File: config.mk
export PLATFORM = sky130hd
export DESIGN_NAME = seq_det_ctrl
export DESIGN_NICKNAME = d
export VERILOG_FILES = /design/src/rtl/seq_det_pkg.sv /design/src/rtl/seq_match.sv /design/src/rtl/seq_det_ctrl.sv
export SDC_FILE = /design/constraint.sdc
export NUM_CORES = 1
export LEC_CHECK = 0
export BUFFER_PORTS_ARGS = -buffer_cell sky130_fd_sc_hd__buf_4
export CAP_MARGIN = 25
export CORE_MARGIN = 5
export CORE_UTILIZATION = 53
export DETAILED_ROUTE_END_ITERATION = 6
export PLACE_DENSITY_LB_ADDON = 0.1
export SETUP_SLACK_MARGIN = 0.3
export SYNTH_ARGS = -nofsm -noshare
export SYNTH_HDL_FRONTEND = slang
export SYNTH_HIERARCHICAL = 1
export SYNTH_SLANG_ARGS = --single-unit
File: constraint.sdc
create_clock -name clk -period 3.7 [get_ports clk]
set_input_delay 0.37 -clock clk [delete_from_list [all_inputs] [get_ports clk]]
set_output_delay 0.37 -clock clk [all_outputs]
set_load 0.05 [all_outputs]
File: src/rtl/seq_det_pkg.sv
// Shared types and reset constants for the serial pattern detector.
// Optional timeout support is enabled by defining SEQ_DET_TIMEOUT_EN.
package seq_det_pkg;

   typedef enum logic [1:0] {
      ST_IDLE  = 2'd0,
      ST_ARMED = 2'd1,
      ST_RUN   = 2'd2,
      ST_DONE  = 2'd3
   } state_e;

   localparam logic [2:0]  RST_PAT = 3'b111;
   localparam logic [3:0]  RST_LEN = 4'd3;
   localparam int unsigned RST_TGT = 32'd1;

   // A zero length means a single-bit pattern; longer than the register clamps to its width.
   function automatic logic [3:0] clamp_len(input logic [3:0] len, input int pat_w);
      logic [3:0] res;
      if (len == 4'd0) begin
         res = 4'd1;
      end else if (int'({28'd0, len}) > pat_w) begin
         res = pat_w[3:0];
      end else begin
         res = len;
      end
      return res;
   endfunction

endpackage

File: src/rtl/seq_match.sv
// Shift register, saturating bit counter and masked pattern compare.
// match is combinational and fires on the beat that completes the pattern.
module seq_match
   import seq_det_pkg::*;
#(
   parameter int PAT_W = 8
) (
   input  logic             clk,
   input  logic             rst,
   input  logic             clr,
   input  logic             shift,
   input  logic             in_bit,
   input  logic [PAT_W-1:0] pat,
   input  logic [3:0]       len,
   output logic             match
);

   logic [PAT_W-1:0] sr_q;
   logic [PAT_W-1:0] sr_d;
   logic [PAT_W-1:0] sr_shift_s;
   logic [PAT_W-1:0] mask_s;
   logic [3:0]       cnt_q;
   logic [3:0]       cnt_d;
   logic [3:0]       cnt_inc_s;

   // Compare the post-shift register so the match lines up with the sampled beat.
   always_comb begin
      mask_s     = {PAT_W{1'b0}};
      sr_shift_s = {sr_q[PAT_W-2:0], in_bit};
      cnt_inc_s  = (cnt_q == 4'hF) ? cnt_q : cnt_q + 4'd1;
      for (int i = 0; i < PAT_W; i++) begin
         mask_s[i] = (i < int'(len));
      end
      match = shift && (cnt_inc_s >= len) &&
              (((sr_shift_s ^ pat) & mask_s) == {PAT_W{1'b0}});
   end

   // Next-state for history register and bit counter.
   always_comb begin
      sr_d  = sr_q;
      cnt_d = cnt_q;
      if (clr) begin
         sr_d  = {PAT_W{1'b0}};
         cnt_d = 4'd0;
      end else if (shift) begin
         sr_d  = sr_shift_s;
         cnt_d = cnt_inc_s;
      end else begin
         sr_d  = sr_q;
         cnt_d = cnt_q;
      end
   end

   // History state register.
   always_ff @(posedge clk) begin
      if (rst) begin
         sr_q  <= {PAT_W{1'b0}};
         cnt_q <= 4'd0;
      end else begin
         sr_q  <= sr_d;
         cnt_q <= cnt_d;
      end
   end

endmodule

File: src/rtl/seq_det_ctrl.sv
// Run controller for the serial pattern detector: arm, count matches, finish, acknowledge.
// Define SEQ_DET_TIMEOUT_EN to build the in_vld-beat timeout.
module seq_det_ctrl
   import seq_det_pkg::*;
#(
   parameter int PAT_W = 8,
   parameter int CNT_W = 8,
   parameter int TO_W  = 16
) (
   input  logic             clk,
   input  logic             rst,
   input  logic             in,
   input  logic             in_vld,
   input  logic             cfg_wr,
   input  logic [PAT_W-1:0] cfg_pat,
   input  logic [3:0]       cfg_len,
   input  logic [CNT_W-1:0] cfg_tgt,
   input  logic [TO_W-1:0]  cfg_to,
   input  logic             start,
   input  logic             abort,
   input  logic             ack,
   output logic             busy,
   output logic             det,
   output logic             done,
   output logic             hit,
   output logic             tmo,
   output logic [CNT_W-1:0] hit_cnt
);

   state_e           state_q, state_d;
   logic [PAT_W-1:0] pat_q, pat_d;
   logic [3:0]       len_q, len_d;
   logic [CNT_W-1:0] tgt_q, tgt_d;
   logic [CNT_W-1:0] hit_cnt_q, hit_cnt_d;
   logic             det_q, det_d;
   logic             hit_q, hit_d;
   logic [CNT_W-1:0] tgt_eff_s;
   logic [CNT_W-1:0] hit_cnt_inc_s;
   logic             arm_s;
   logic             shift_s;
   logic             match_s;
   logic             target_s;
   logic             to_expire_s;

   assign arm_s         = (state_q == ST_IDLE) && start;
   assign shift_s       = (state_q == ST_RUN) && !abort && in_vld;
   assign tgt_eff_s     = (tgt_q == {CNT_W{1'b0}}) ? CNT_W'(1) : tgt_q;
   assign hit_cnt_inc_s = (hit_cnt_q == {CNT_W{1'b1}}) ? hit_cnt_q : hit_cnt_q + CNT_W'(1);
   assign target_s      = match_s && (hit_cnt_inc_s == tgt_eff_s);

   seq_match #(
      .PAT_W (PAT_W)
   ) u_match (
      .clk    (clk),
      .rst    (rst),
      .clr    (arm_s),
      .shift  (shift_s),
      .in_bit (in),
      .pat    (pat_q),
      .len    (len_q),
      .match  (match_s)
   );

`ifdef SEQ_DET_TIMEOUT_EN
   logic [TO_W-1:0] to_lim_q, to_lim_d;
   logic [TO_W-1:0] to_cnt_q, to_cnt_d;
   logic            tmo_q, tmo_d;

   // Beat counter; a target hit on the expiring beat takes precedence over timeout.
   always_comb begin
      to_lim_d    = to_lim_q;
      to_cnt_d    = to_cnt_q;
      tmo_d       = tmo_q;
      to_expire_s = 1'b0;
      if ((state_q == ST_IDLE) && cfg_wr) begin
         to_lim_d = cfg_to;
      end else begin
         to_lim_d = to_lim_q;
      end
      if (arm_s) begin
         to_cnt_d = {TO_W{1'b0}};
         tmo_d    = 1'b0;
      end else if (shift_s) begin
         to_cnt_d    = to_cnt_q + TO_W'(1);
         to_expire_s = (to_lim_q != {TO_W{1'b0}}) && (to_cnt_d == to_lim_q);
         if (to_expire_s && !target_s) begin
            tmo_d = 1'b1;
         end else begin
            tmo_d = tmo_q;
         end
      end else begin
         to_cnt_d = to_cnt_q;
      end
   end

   // Timeout state register.
   always_ff @(posedge clk) begin
      if (rst) begin
         to_lim_q <= {TO_W{1'b0}};
         to_cnt_q <= {TO_W{1'b0}};
         tmo_q    <= 1'b0;
      end else begin
         to_lim_q <= to_lim_d;
         to_cnt_q <= to_cnt_d;
         tmo_q    <= tmo_d;
      end
   end

   assign tmo = tmo_q;
`else
   logic cfg_to_unused;
   assign cfg_to_unused = ^cfg_to;
   assign to_expire_s   = 1'b0;
   assign tmo           = 1'b0;
`endif

   // Run FSM, configuration capture and match bookkeeping; abort wins over everything.
   always_comb begin
      state_d   = state_q;
      det_d     = 1'b0;
      hit_cnt_d = hit_cnt_q;
      hit_d     = hit_q;
      pat_d     = pat_q;
      len_d     = len_q;
      tgt_d     = tgt_q;
      case (state_q)
         ST_IDLE: begin
            if (cfg_wr) begin
               pat_d = cfg_pat;
               len_d = clamp_len(cfg_len, PAT_W);
               tgt_d = cfg_tgt;
            end else begin
               pat_d = pat_q;
               len_d = len_q;
               tgt_d = tgt_q;
            end
            if (start) begin
               state_d   = ST_ARMED;
               hit_cnt_d = {CNT_W{1'b0}};
               hit_d     = 1'b0;
            end else begin
               state_d = ST_IDLE;
            end
         end
         ST_ARMED: begin
            if (abort) begin
               state_d = ST_IDLE;
            end else begin
               state_d = ST_RUN;
            end
         end
         ST_RUN: begin
            if (abort) begin
               state_d = ST_IDLE;
            end else if (target_s) begin
               state_d   = ST_DONE;
               det_d     = 1'b1;
               hit_cnt_d = hit_cnt_inc_s;
               hit_d     = 1'b1;
            end else begin
               state_d   = to_expire_s ? ST_DONE : ST_RUN;
               det_d     = match_s;
               hit_cnt_d = match_s ? hit_cnt_inc_s : hit_cnt_q;
            end
         end
         ST_DONE: begin
            if (ack) begin
               state_d = ST_IDLE;
            end else begin
               state_d = ST_DONE;
            end
         end
         default: begin
            state_d = ST_IDLE;
         end
      endcase
   end

   // Controller state register.
   always_ff @(posedge clk) begin
      if (rst) begin
         state_q   <= ST_IDLE;
         det_q     <= 1'b0;
         hit_q     <= 1'b0;
         hit_cnt_q <= {CNT_W{1'b0}};
         pat_q     <= PAT_W'(RST_PAT);
         len_q     <= RST_LEN;
         tgt_q     <= CNT_W'(RST_TGT);
      end else begin
         state_q   <= state_d;
         det_q     <= det_d;
         hit_q     <= hit_d;
         hit_cnt_q <= hit_cnt_d;
         pat_q     <= pat_d;
         len_q     <= len_d;
         tgt_q     <= tgt_d;
      end
   end

   assign busy    = (state_q == ST_ARMED) || (state_q == ST_RUN);
   assign done    = (state_q == ST_DONE);
   assign det     = det_q;
   assign hit     = hit_q;
   assign hit_cnt = hit_cnt_q;

endmodule

==> flow_summary.ini, run 1 <==
[outcome]
status = finished, final reports clean

[job]
timing.max_cap.violations = 0

[power]
vdd_drop_max_mv = 0.233
powerDensity_mw_per_mm2 = 356
p_leak_nw = 1.10
power.total_mw = 0.974

[drt]
route.detailed.wl_per_inst_um = 13.1
remaining_drc_errors = 0
route.final.wire_length_um = 4750
via_count = 1951
dr.first_iter.drc_count = 90
drt_pre_antenna_iters = 4
detail_route.vias_per_cell = 5.39
antenna_violating_nets_post_route = 0

[worst_setup_path]
worstSetupEndpointType = register
startpoint_type = register
worstPathArrival_ps = 3230
path_max_fanout = 7
r2r_slack_ps = 680
reg2reg_to = hit_cnt[0]
worstReg2RegStart = u_match/cnt_q[0]
worst_r2r_path_depth = 12
path_class = register to register
required_ps = 3910

[min_path]
hold_path_depth = 3
hold_path.class = input port to register
worstHoldStart = cfg_tgt[0]
min_delay_worst_endpoint = tgt_q[0]

[global_routing]
grt_pass1_wl_um = 8210
met3_usage_pct = 5.21
first_global_vias = 1735
initial_antenna_violation_count = 0
use_met1_pct = 24.9
grt_overflow_total = 0
groute.usage.overall_pct = 16.8
most_congested_layer_reported_by_global_routing = met1
maximum_number_of_pins_on_one_net_before_global_route_repair = 30
met2_usage_pct = 23.1

[finish]
design.final.nets = 363
count_of_inserted_antenna_diode_cells = 0
drive_above_1_share_pct = 19.4
post-route-util_pct = 63.8
area_growth_synth_to_finish_pct = 18.7

[floorplan]
die_height_um = 76.0
floorplan.core_area_mm2 = 0.00429
num_rows = 24
die_area_mm2 = 0.00577
start_util_pct = 53.7
dieWidth_um = 76.0
io_pins = 57

[synthesis]
mappedNetlistArea_mm2 = 0.00231
yosys.area.top_type_share_pct = 37.3
synth_top_flop_cell = sky130_fd_sc_hd__dfxtp_1
postSynthRegisterBits = 43
synth_edf_count = 0
number_of_distinct_library_cells_after_synthesis = 49
synth_most_common_cell = sky130_fd_sc_hd__nand2_1
syn_nets = 328
synth.area.top_cells = sky130_fd_sc_hd__dfxtp_1 (37%), sky130_fd_sc_hd__nand2_1 (7.2%), sky130_fd_sc_hd__mux2i_1 (6.1%)
synth.yosys.seq_area_share_pct = 37.3
synth_commonest_cells = sky130_fd_sc_hd__nand2_1 (44), sky130_fd_sc_hd__dfxtp_1 (43), sky130_fd_sc_hd__nor2_1 (32), sky130_fd_sc_hd__a21oi_1 (22), sky130_fd_sc_hd__mux2i_1 (14)
synth_top_cell_by_area = sky130_fd_sc_hd__dfxtp_1
synthesis.yosys.warnings = 6
synth_area_per_cell_um2 = 8.42
synthCells = 274
share_of_async_settable_or_async_resettable_flops_after_synthesis_pct = 0

[sta]
timing.final.setup_violations = 0
setup_repair_after_global_routing_missed_its_margin = false
worstMarginPinSlew_ps = 687
setup_tns_after_final_layout_ps = 0
max-slew-margin-rel_pct = 54.1
timing.final.crit_period_ps = 3020
fmax_ghz = 0.331
worst_hold_slack_ps = 288
worst_clock_skew_ps = 8.50
finalHoldViolCount = 0
final.period_utilization_pct = 81.6
final-max-slew-violation-count = 0

[clock_tree]
clk_latency_ps = 300
path_clk_slew_ps = 80
tritoncts = done
post_cts_resize_count = 0
cts_num_sinks = 43
clk_root_buf = sky130_fd_sc_hd__clkbuf_8
cts-root-to-sink-buffers = 2
holdBufCountCts = 0
cts_inserted_buffers = 5
cts_max_level = 2
postCtsSetupRepairBufs = 0

[placement]
detailedPlacementHpwl_um = 3590
io_buffers = 39
place_congestion = 0.841
-- layer usage --
metal	share of wire (%)	vias to the layer above
met3	6.7	5
met4	1.3	0
met1	51	869
met2	41	55
li1	-	1022
met5	0	-
-- critical path, cell delays in order (launching register included) --
cell and delay [ps]:
sky130_fd_sc_hd__dfxtp_1 440, sky130_fd_sc_hd__ha_1 240, sky130_fd_sc_hd__nand3_1 150, sky130_fd_sc_hd__xnor2_1 160, sky130_fd_sc_hd__ha_1 260, sky130_fd_sc_hd__nand2b_1 130, sky130_fd_sc_hd__a2111oi_0 410, sky130_fd_sc_hd__nor3_1 90
sky130_fd_sc_hd__and3_1 200, sky130_fd_sc_hd__nand3b_1 120, sky130_fd_sc_hd__or2_2 200, sky130_fd_sc_hd__o21ai_0 200, sky130_fd_sc_hd__a311oi_1 310
-- cell type report --
cell class	instances	area [um2]
inverters	6	22.5
multi-input cells	213	1370
well taps	52	65.1
clock buffers	6	82.6
flip-flops and latches	43	861
repair buffers	40	300
fillers	403	1560
clock inverters	2	35.0
-- how the worst max path moves through the flow --
stage	from	endpoint	cells past startpoint	slack, ps
floorplan	u_match/cnt_q[0]	hit_cnt[5]	12	880
global placement	u_match/cnt_q[0]	hit_cnt[5]	11	740
CTS	u_match/cnt_q[0]	hit_cnt[0]	12	630
global route	u_match/cnt_q[0]	hit_cnt[0]	12	310
detailed placement	u_match/cnt_q[0]	hit_cnt[0]	12	680
finish	u_match/cnt_q[0]	hit_cnt[0]	12	680
-- power breakdown --
| group | switching [mW] | total, mW | internal [mW] |
|---|---|---|---|
| registers | 0.0145 | 0.492 | 0.477 |
| logic | 0.0549 | 0.105 | 0.0505 |
| clock network | 0.158 | 0.377 | 0.218 |
| total | 0.228 | 0.974 | 0.746 |
-- registers in the layout, indices dropped and copies added (netlist names) --
name	cells
hit_cnt	8
pat_q	8
tgt_q	8
u_match/sr_q	7
len_q	4
u_match/cnt_q	4
state_q	2
det	1
hit	1
-- cell usage in the layout, fill, tap and decap left out, types with 3 or more instances in the layout --
cell type	synthesis	final
sky130_fd_sc_hd__nand2_1	44	44
sky130_fd_sc_hd__o21ai_0	5	5
sky130_fd_sc_hd__nand3_1	5	5
sky130_fd_sc_hd__dfxtp_1	43	43
sky130_fd_sc_hd__buf_4	1	40
sky130_fd_sc_hd__a311oi_1	3	3
sky130_fd_sc_hd__nand3b_1	7	7
sky130_fd_sc_hd__nor3_1	6	6
sky130_fd_sc_hd__clkbuf_8	0	6
sky130_fd_sc_hd__nand2b_1	3	3
sky130_fd_sc_hd__inv_1	6	6
sky130_fd_sc_hd__a31oi_1	3	3
sky130_fd_sc_hd__xnor2_1	11	11
sky130_fd_sc_hd__nor2_1	32	32
sky130_fd_sc_hd__a21oi_1	22	22
sky130_fd_sc_hd__ha_1	10	10
sky130_fd_sc_hd__mux2i_1	14	14
sky130_fd_sc_hd__or2_2	3	3
sky130_fd_sc_hd__xor2_1	7	7
-- metrics by stage --
stage               setup WS (ps)  std cells  area, um2
finish                        681        362       2740
global route                  314        362       2740
CTS                           633        362       2740
detailed placement            678        354       2620
global placement              737        354       2620
floorplan                     885        274       2310
-- cell families (layout without fill, tap and decap cells) --
logic type | after synthesis | in the layout | synth area share, %
buf+inv | 18 | 54 | 3.20
mux | 16 | 16 | 7.05
compound gates | 50 | 50 | 14.2
other cells | 1 | 1 | 0.163
simple gates | 116 | 116 | 24.6
xor+xnor | 19 | 19 | 7.54
fa+ha+maj | 11 | 11 | 5.91
flops | 43 | 43 | 37.3
(Power assumes the default switching activity.)
==> run 2, diff against run 1 <==
Settings changed: ABC_AREA set to 1, CORE_UTILIZATION 53 to 48.
Clock period 3.7 ns to 2.45 ns, I/O delays scaled along.
==> flow_summary.ini, run 2 <==
[sta]
worstMarginPinSlew_ps = 537
worst_clock_skew_ps = 8.65
max-slew-margin-rel_pct = 64.2
fin_ws_ps = 138
timing.final.setup_violations = 0
final.period_utilization_pct = 94.4
final-max-slew-violation-count = 0
finalHoldViolCount = 0
setup_tns_after_final_layout_ps = 0
timing.final.crit_period_ps = 2310
fmax_ghz = 0.433
setup_repair_after_global_routing_missed_its_margin = true

[finish]
count_of_inserted_antenna_diode_cells = 0
post-route-util_pct = 61.2
drive_above_1_share_pct = 22.4
design.final.nets = 469
layout_commonest_cell = sky130_fd_sc_hd__nand2_1
area_growth_synth_to_finish_pct = 26.1
layout.cells.most_common_list = sky130_fd_sc_hd__nand2_1 (92), sky130_fd_sc_hd__inv_1 (46), sky130_fd_sc_hd__buf_4 (44), sky130_fd_sc_hd__dfxtp_1 (41), sky130_fd_sc_hd__nor2_1 (40)

[worst_setup_path]
path_class = register to register
worstSetupEndpointType = register
worst_path_largest_cell_delay_ps = 360
required_ps = 2680
path_max_fanout = 8
worstPathCellList = ha_4 > nand2_2 > inv_2 > nand2_4 > nand2_2 > o21ai_2 > ha_1 > inv_1 > o21bai_1 > nand2_1 > nand3_1 > nand3_1 > nor2_2 > inv_2 > nor3_4 > buf_6 > nand2_1 > a21oi_1
r2r_slack_ps = 140
worstPathArrival_ps = 2550
cpMaxStageDelayCell = sky130_fd_sc_hd__dfxtp_4
startpoint_type = register

[clock_tree]
cts_inserted_buffers = 5
holdBufCountCts = 0
path_clk_slew_ps = 90
clk_latency_ps = 300
clk_root_buf = sky130_fd_sc_hd__clkbuf_8
cts_max_level = 2
cts_num_sinks = 43
tritoncts = done
cts-root-to-sink-buffers = 2

[global_routing]
maximum_number_of_pins_on_one_net_before_global_route_repair = 26
groute.usage.overall_pct = 17.6
grt_overflow_total = 0
initial_antenna_violation_count = 0
grt_pass1_wl_um = 9260
first_global_vias = 2135

[drt]
drt_pre_antenna_iters = 4
dr.first_iter.drc_count = 119
remaining_drc_errors = 0
route.final.wire_length_um = 5700
via_count = 2392
detail_route.vias_per_cell = 4.92
route.detailed.wl_per_inst_um = 11.7
antenna_violating_nets_post_route = 0

[synthesis]
synth_edf_count = 0
synth_top_flop_cell = sky130_fd_sc_hd__dfxtp_1
syn_nets = 425
number_of_distinct_library_cells_after_synthesis = 32
synth_top_cell_by_area = sky130_fd_sc_hd__dfxtp_1
share_of_async_settable_or_async_resettable_flops_after_synthesis_pct = 0
yosys.area.top_type_share_pct = 35.4
synth_area_per_cell_um2 = 6.56
postSynthRegisterBits = 43
synth.area.top_cells = sky130_fd_sc_hd__dfxtp_1 (35%), sky130_fd_sc_hd__nand2_1 (15%), sky130_fd_sc_hd__inv_1 (7.3%)
synthesis.yosys.warnings = 6
synth_most_common_cell = sky130_fd_sc_hd__nand2_1
synth.yosys.seq_area_share_pct = 35.4
synth_commonest_cells = sky130_fd_sc_hd__nand2_1 (100), sky130_fd_sc_hd__inv_1 (47), sky130_fd_sc_hd__dfxtp_1 (43), sky130_fd_sc_hd__nor2_1 (42), sky130_fd_sc_hd__nand3_1 (29)
mappedNetlistArea_mm2 = 0.00243
synthCells = 371

[floorplan]
floorplan.core_area_mm2 = 0.00501
dieWidth_um = 81.2
start_util_pct = 48.6
io_pins = 57
die_height_um = 81.2
die_area_mm2 = 0.00659
num_rows = 26

[placement]
pre_cts_ws_ps = 89.3
io_buffers = 39
detailedPlacementHpwl_um = 4250
place_congestion = 0.908

[min_path]
hold_path.class = input port to register

[outcome]
status = finished, final reports clean

[power]
vdd_drop_max_mv = 0.314
powerDensity_mw_per_mm2 = 525
power.total_mw = 1.61
p_leak_nw = 1.46

[job]
timing.max_cap.violations = 0
-- run 2: changes by cell type after synthesis, sizes merged, moves of 10 or more --
cell   change
inv       +43
mux2i     -14
nand2     +63
nand3     +24
nor2      +14
o21ai     +23
xnor2     -10
-- run 2: kinds of logic (layout without fill, tap and decap cells) --
group | Yosys count | in the layout | synth area share (%)
AND/OR/NAND/NOR | 193 | 193 | 34.4
other | 1 | 1 | 0.154
flip-flops | 43 | 43 | 35.4
AO/OA/AOI/OAI | 60 | 60 | 13.0
XOR/XNOR | 6 | 6 | 2.16
adder cells (fa/ha/maj) | 10 | 10 | 5.14
buffers and inverters | 58 | 103 | 9.77
-- run 2: worst paths after layout --
| path | start | endpoint | depth (start not counted) |
|---|---|---|---|
| setup / recovery | u_match/cnt_q[1] | hit_cnt[6] | 18 |
| hold / removal | cfg_pat[0] | pat_q[0] | 3 |
| setup reg to reg | u_match/cnt_q[1] | hit_cnt[6] | 18 |
| hold reg to reg | u_match/sr_q[4] | u_match/sr_q[5] | 2 |
-- run 2: critical path: cells and delay by family (launching register included) --
kind / cells / cell delay, ps
adder cells (fa/ha/maj): 2 / 420
buffers and inverters: 4 / 370
AND/OR/NAND/NOR: 9 / 780
AO/OA/AOI/OAI: 3 / 310
flip-flops: 1 / 360
-- run 2: area by class of cell --
| class | instances | area, um2 |
|---|---|---|
| inverters | 49 | 184 |
| clock inverters | 3 | 66.3 |
| flip-flops and latches | 43 | 868 |
| repair buffers | 46 | 353 |
| fillers | 494 | 1940 |
| well taps | 70 | 87.6 |
| multi-input cells | 270 | 1440 |
| clock buffers | 5 | 68.8 |
-- run 2: where the power goes --
part           total (mW)  internal (mW)  switching, mW  leakage [nW]
clock               0.668          0.408          0.261        0.0687
sequential          0.746          0.724         0.0221         0.353
combinational       0.196         0.0820          0.114          1.04
total                1.61           1.21          0.397          1.46
-- run 2: metrics by stage --
stage	std cells	hold slack [ps]	area [um2]
2_1_floorplan	371	314	2470
3_3_place_gp	476	446	2830
3_5_place_dp	476	448	2830
4_1_cts	486	134	3000
5_1_grt	486	141	3070
6_report	486	146	3070
-- run 2: layer usage --
metal	GRT usage [%]	vias up	share of wire [%]
met5	0	-	0
met4	5.07	0	0.74
met3	3.66	4	5.2
met2	28.8	45	44
met1	23.4	1082	50
li1	-	1261	-
-- run 2: timing repair --
action	CTS	global route
pin swaps	2	6
buffers inserted	2	0
endpoints found under the hold margin	0	0
setup endpoints to repair	10	10
resized for setup	5	18
==> run 3, diff against run 2 <==
Settings changed: CORE_MARGIN 5 to unset.
==> flow_summary.ini, run 3 (same netlist as run 2, synthesis figures left out) <==
[floorplan]
io_pins = 57
die_height_um = 73.2
floorplan.core_area_mm2 = 0.00479
start_util_pct = 50.8
num_rows = 25
dieWidth_um = 73.2
die_area_mm2 = 0.00536

[placement]
place_congestion = 0.829
detailedPlacementHpwl_um = 4200
pre_cts_ws_ps = 11.1
io_buffers = 39

[drt]
highest_routing_layer_actually_used = met4
met2RoutedLength_um = 2730
met3WireLength_um = 277
drt_pre_antenna_iters = 4
via_count = 2417
met1_length_um = 2740
remaining_drc_errors = 0
route.final.wire_length_um = 5800
dr.first_iter.drc_count = 139
route.detailed.wl_per_inst_um = 11.9
antenna_violating_nets_post_route = 0
detail_route.vias_per_cell = 4.96

[clock_tree]
tritoncts = done
cts_inserted_buffers = 5
cts_max_level = 2
clk_latency_ps = 300
clk_root_buf = sky130_fd_sc_hd__clkbuf_8
path_clk_slew_ps = 80
cts_num_sinks = 43
holdBufCountCts = 0
cts-root-to-sink-buffers = 2

[sta]
fmax_ghz = 0.435
timing.final.crit_period_ps = 2300
finalHoldViolCount = 0
max-slew-margin-rel_pct = 64.1
fin_ws_ps = 149
setup_repair_after_global_routing_missed_its_margin = true
final-max-slew-violation-count = 0
final.period_utilization_pct = 93.9
worstMarginPinSlew_ps = 539
setup_tns_after_final_layout_ps = 0
timing.final.setup_violations = 0
worst_clock_skew_ps = 2.48

[finish]
fillers = 447
sequential_cell_area_um2 = 866
design.final.nets = 473
drive_above_1_share_pct = 21.9
layout.cells.most_common_list = sky130_fd_sc_hd__nand2_1 (97), sky130_fd_sc_hd__buf_4 (48), sky130_fd_sc_hd__inv_1 (46), sky130_fd_sc_hd__dfxtp_1 (41), sky130_fd_sc_hd__nor2_1 (39)
multiInputGateArea_mm2 = 0.00142
count_of_inserted_antenna_diode_cells = 0
area_growth_synth_to_finish_pct = 26.1
layout_commonest_cell = sky130_fd_sc_hd__nand2_1

[worst_setup_path]
path_class = register to register
setup.worst_path.start = u_match/cnt_q[1]
r2r_slack_ps = 150
worstReg2RegStart = u_match/cnt_q[1]
reg2reg_to = hit_cnt[0]
crit_end = hit_cnt[0]
startpoint_type = register
worstSetupEndpointType = register
path_max_fanout = 8
worst_r2r_path_depth = 18
worstPathArrival_ps = 2540
required_ps = 2690

[global_routing]
maximum_number_of_pins_on_one_net_before_global_route_repair = 26
initial_antenna_violation_count = 0
first_global_vias = 2228
grt_overflow_total = 0
groute.usage.overall_pct = 23.7
grt_pass1_wl_um = 9760

[power]
p_leak_nw = 1.48
vdd_drop_max_mv = 0.293
powerDensity_mw_per_mm2 = 512
combPwrFrac_pct = 12.8
switchingPower_mw = 0.395
intPower_mw = 1.17
netSwitchingFraction_pct = 25.2
clock_power_share_pct = 39.7
share_seq_of_total_power_pct = 47.6

[min_path]
hold_path.class = input port to register

[outcome]
status = finished, final reports clean

[job]
timing.max_cap.violations = 0
## run 3: cell count changes in the layout (fill, tap and decap cells not counted), moves of 2 or more
cell and delta:
sky130_fd_sc_hd__nand2_2 -5, sky130_fd_sc_hd__a21oi_1 +3, sky130_fd_sc_hd__nand2_1 +5, sky130_fd_sc_hd__a21oi_2 -3
sky130_fd_sc_hd__buf_4 +4, sky130_fd_sc_hd__nand3_1 -2, sky130_fd_sc_hd__nand3_2 +3
## run 3: power by group through the flow
stage               combinational, mW  sequential [mW]  clock, mW
floorplan                       0.129            0.757          0
global placement                0.190            0.762          0
detailed placement              0.193            0.763          0
CTS                             0.195            0.747      0.644
global route                    0.228            0.751      0.670
finish                          0.200            0.747      0.623
## run 3: what timing repair did
item / in CTS / in global routing
pin swaps: 10 / 5
resized for setup: 7 / 11
endpoints found under the setup margin: 10 / 11
hold endpoints to repair: 0 / 0
setup buffers: 5 / 1
## run 3: cell type report
type                    instances  share of cell area (%)
multi-input cells             270                    46.2
flip-flops and latches         43                    28.2
repair buffers                 50                    12.5
inverters                      49                    6.08
clock buffers                   6                    3.06
well taps                      67                    2.73
clock inverters                 2                    1.22
## run 3: how the worst min path moves through the flow
stage	to	from	cells after the start
after floorplan	hit_cnt[7]	rst	1
after global placement	pat_q[1]	cfg_pat[1]	3
after detailed placement	pat_q[1]	cfg_pat[1]	3
after CTS	pat_q[1]	cfg_pat[1]	3
after global routing	pat_q[2]	cfg_pat[2]	3
final	pat_q[1]	cfg_pat[1]	3
## run 3: per-layer routing
layer / up-vias / track usage, %
met2: 61 / 39.6
met5: - / 0
met1: 1082 / 30.8
met4: 0 / 7.19
met3: 4 / 4.42
li1: 1270 / -
## run 3: metrics by stage
step	util (%)	total power, mW	std cells	hold WS [ps]	cell area (um2)
5_1_grt	64.1	1.65	487	146	3070
3_5_place_dp	59.1	0.955	473	458	2830
4_1_cts	63.0	1.59	486	138	3020
2_1_floorplan	-	0.886	371	314	2470
6_report	64.1	1.57	487	146	3070
3_3_place_gp	59.1	0.952	473	444	2830
## run 3: worst max-delay path: stages, from the launching register on
cell and delay, ps:
sky130_fd_sc_hd__dfxtp_2 360, sky130_fd_sc_hd__ha_4 150, sky130_fd_sc_hd__nand2_4 60, sky130_fd_sc_hd__inv_4 70, sky130_fd_sc_hd__nand2_4 70, sky130_fd_sc_hd__nand2_2 70, sky130_fd_sc_hd__o21ai_2 60, sky130_fd_sc_hd__ha_1 290
sky130_fd_sc_hd__buf_4 140, sky130_fd_sc_hd__nand3_1 90, sky130_fd_sc_hd__nand3_2 90, sky130_fd_sc_hd__nand3_2 90, sky130_fd_sc_hd__nor2_4 50, sky130_fd_sc_hd__inv_2 70, sky130_fd_sc_hd__nor3_4 40, sky130_fd_sc_hd__buf_6 130
sky130_fd_sc_hd__nor2_4 190, sky130_fd_sc_hd__nand2_1 100, sky130_fd_sc_hd__a21oi_2 130
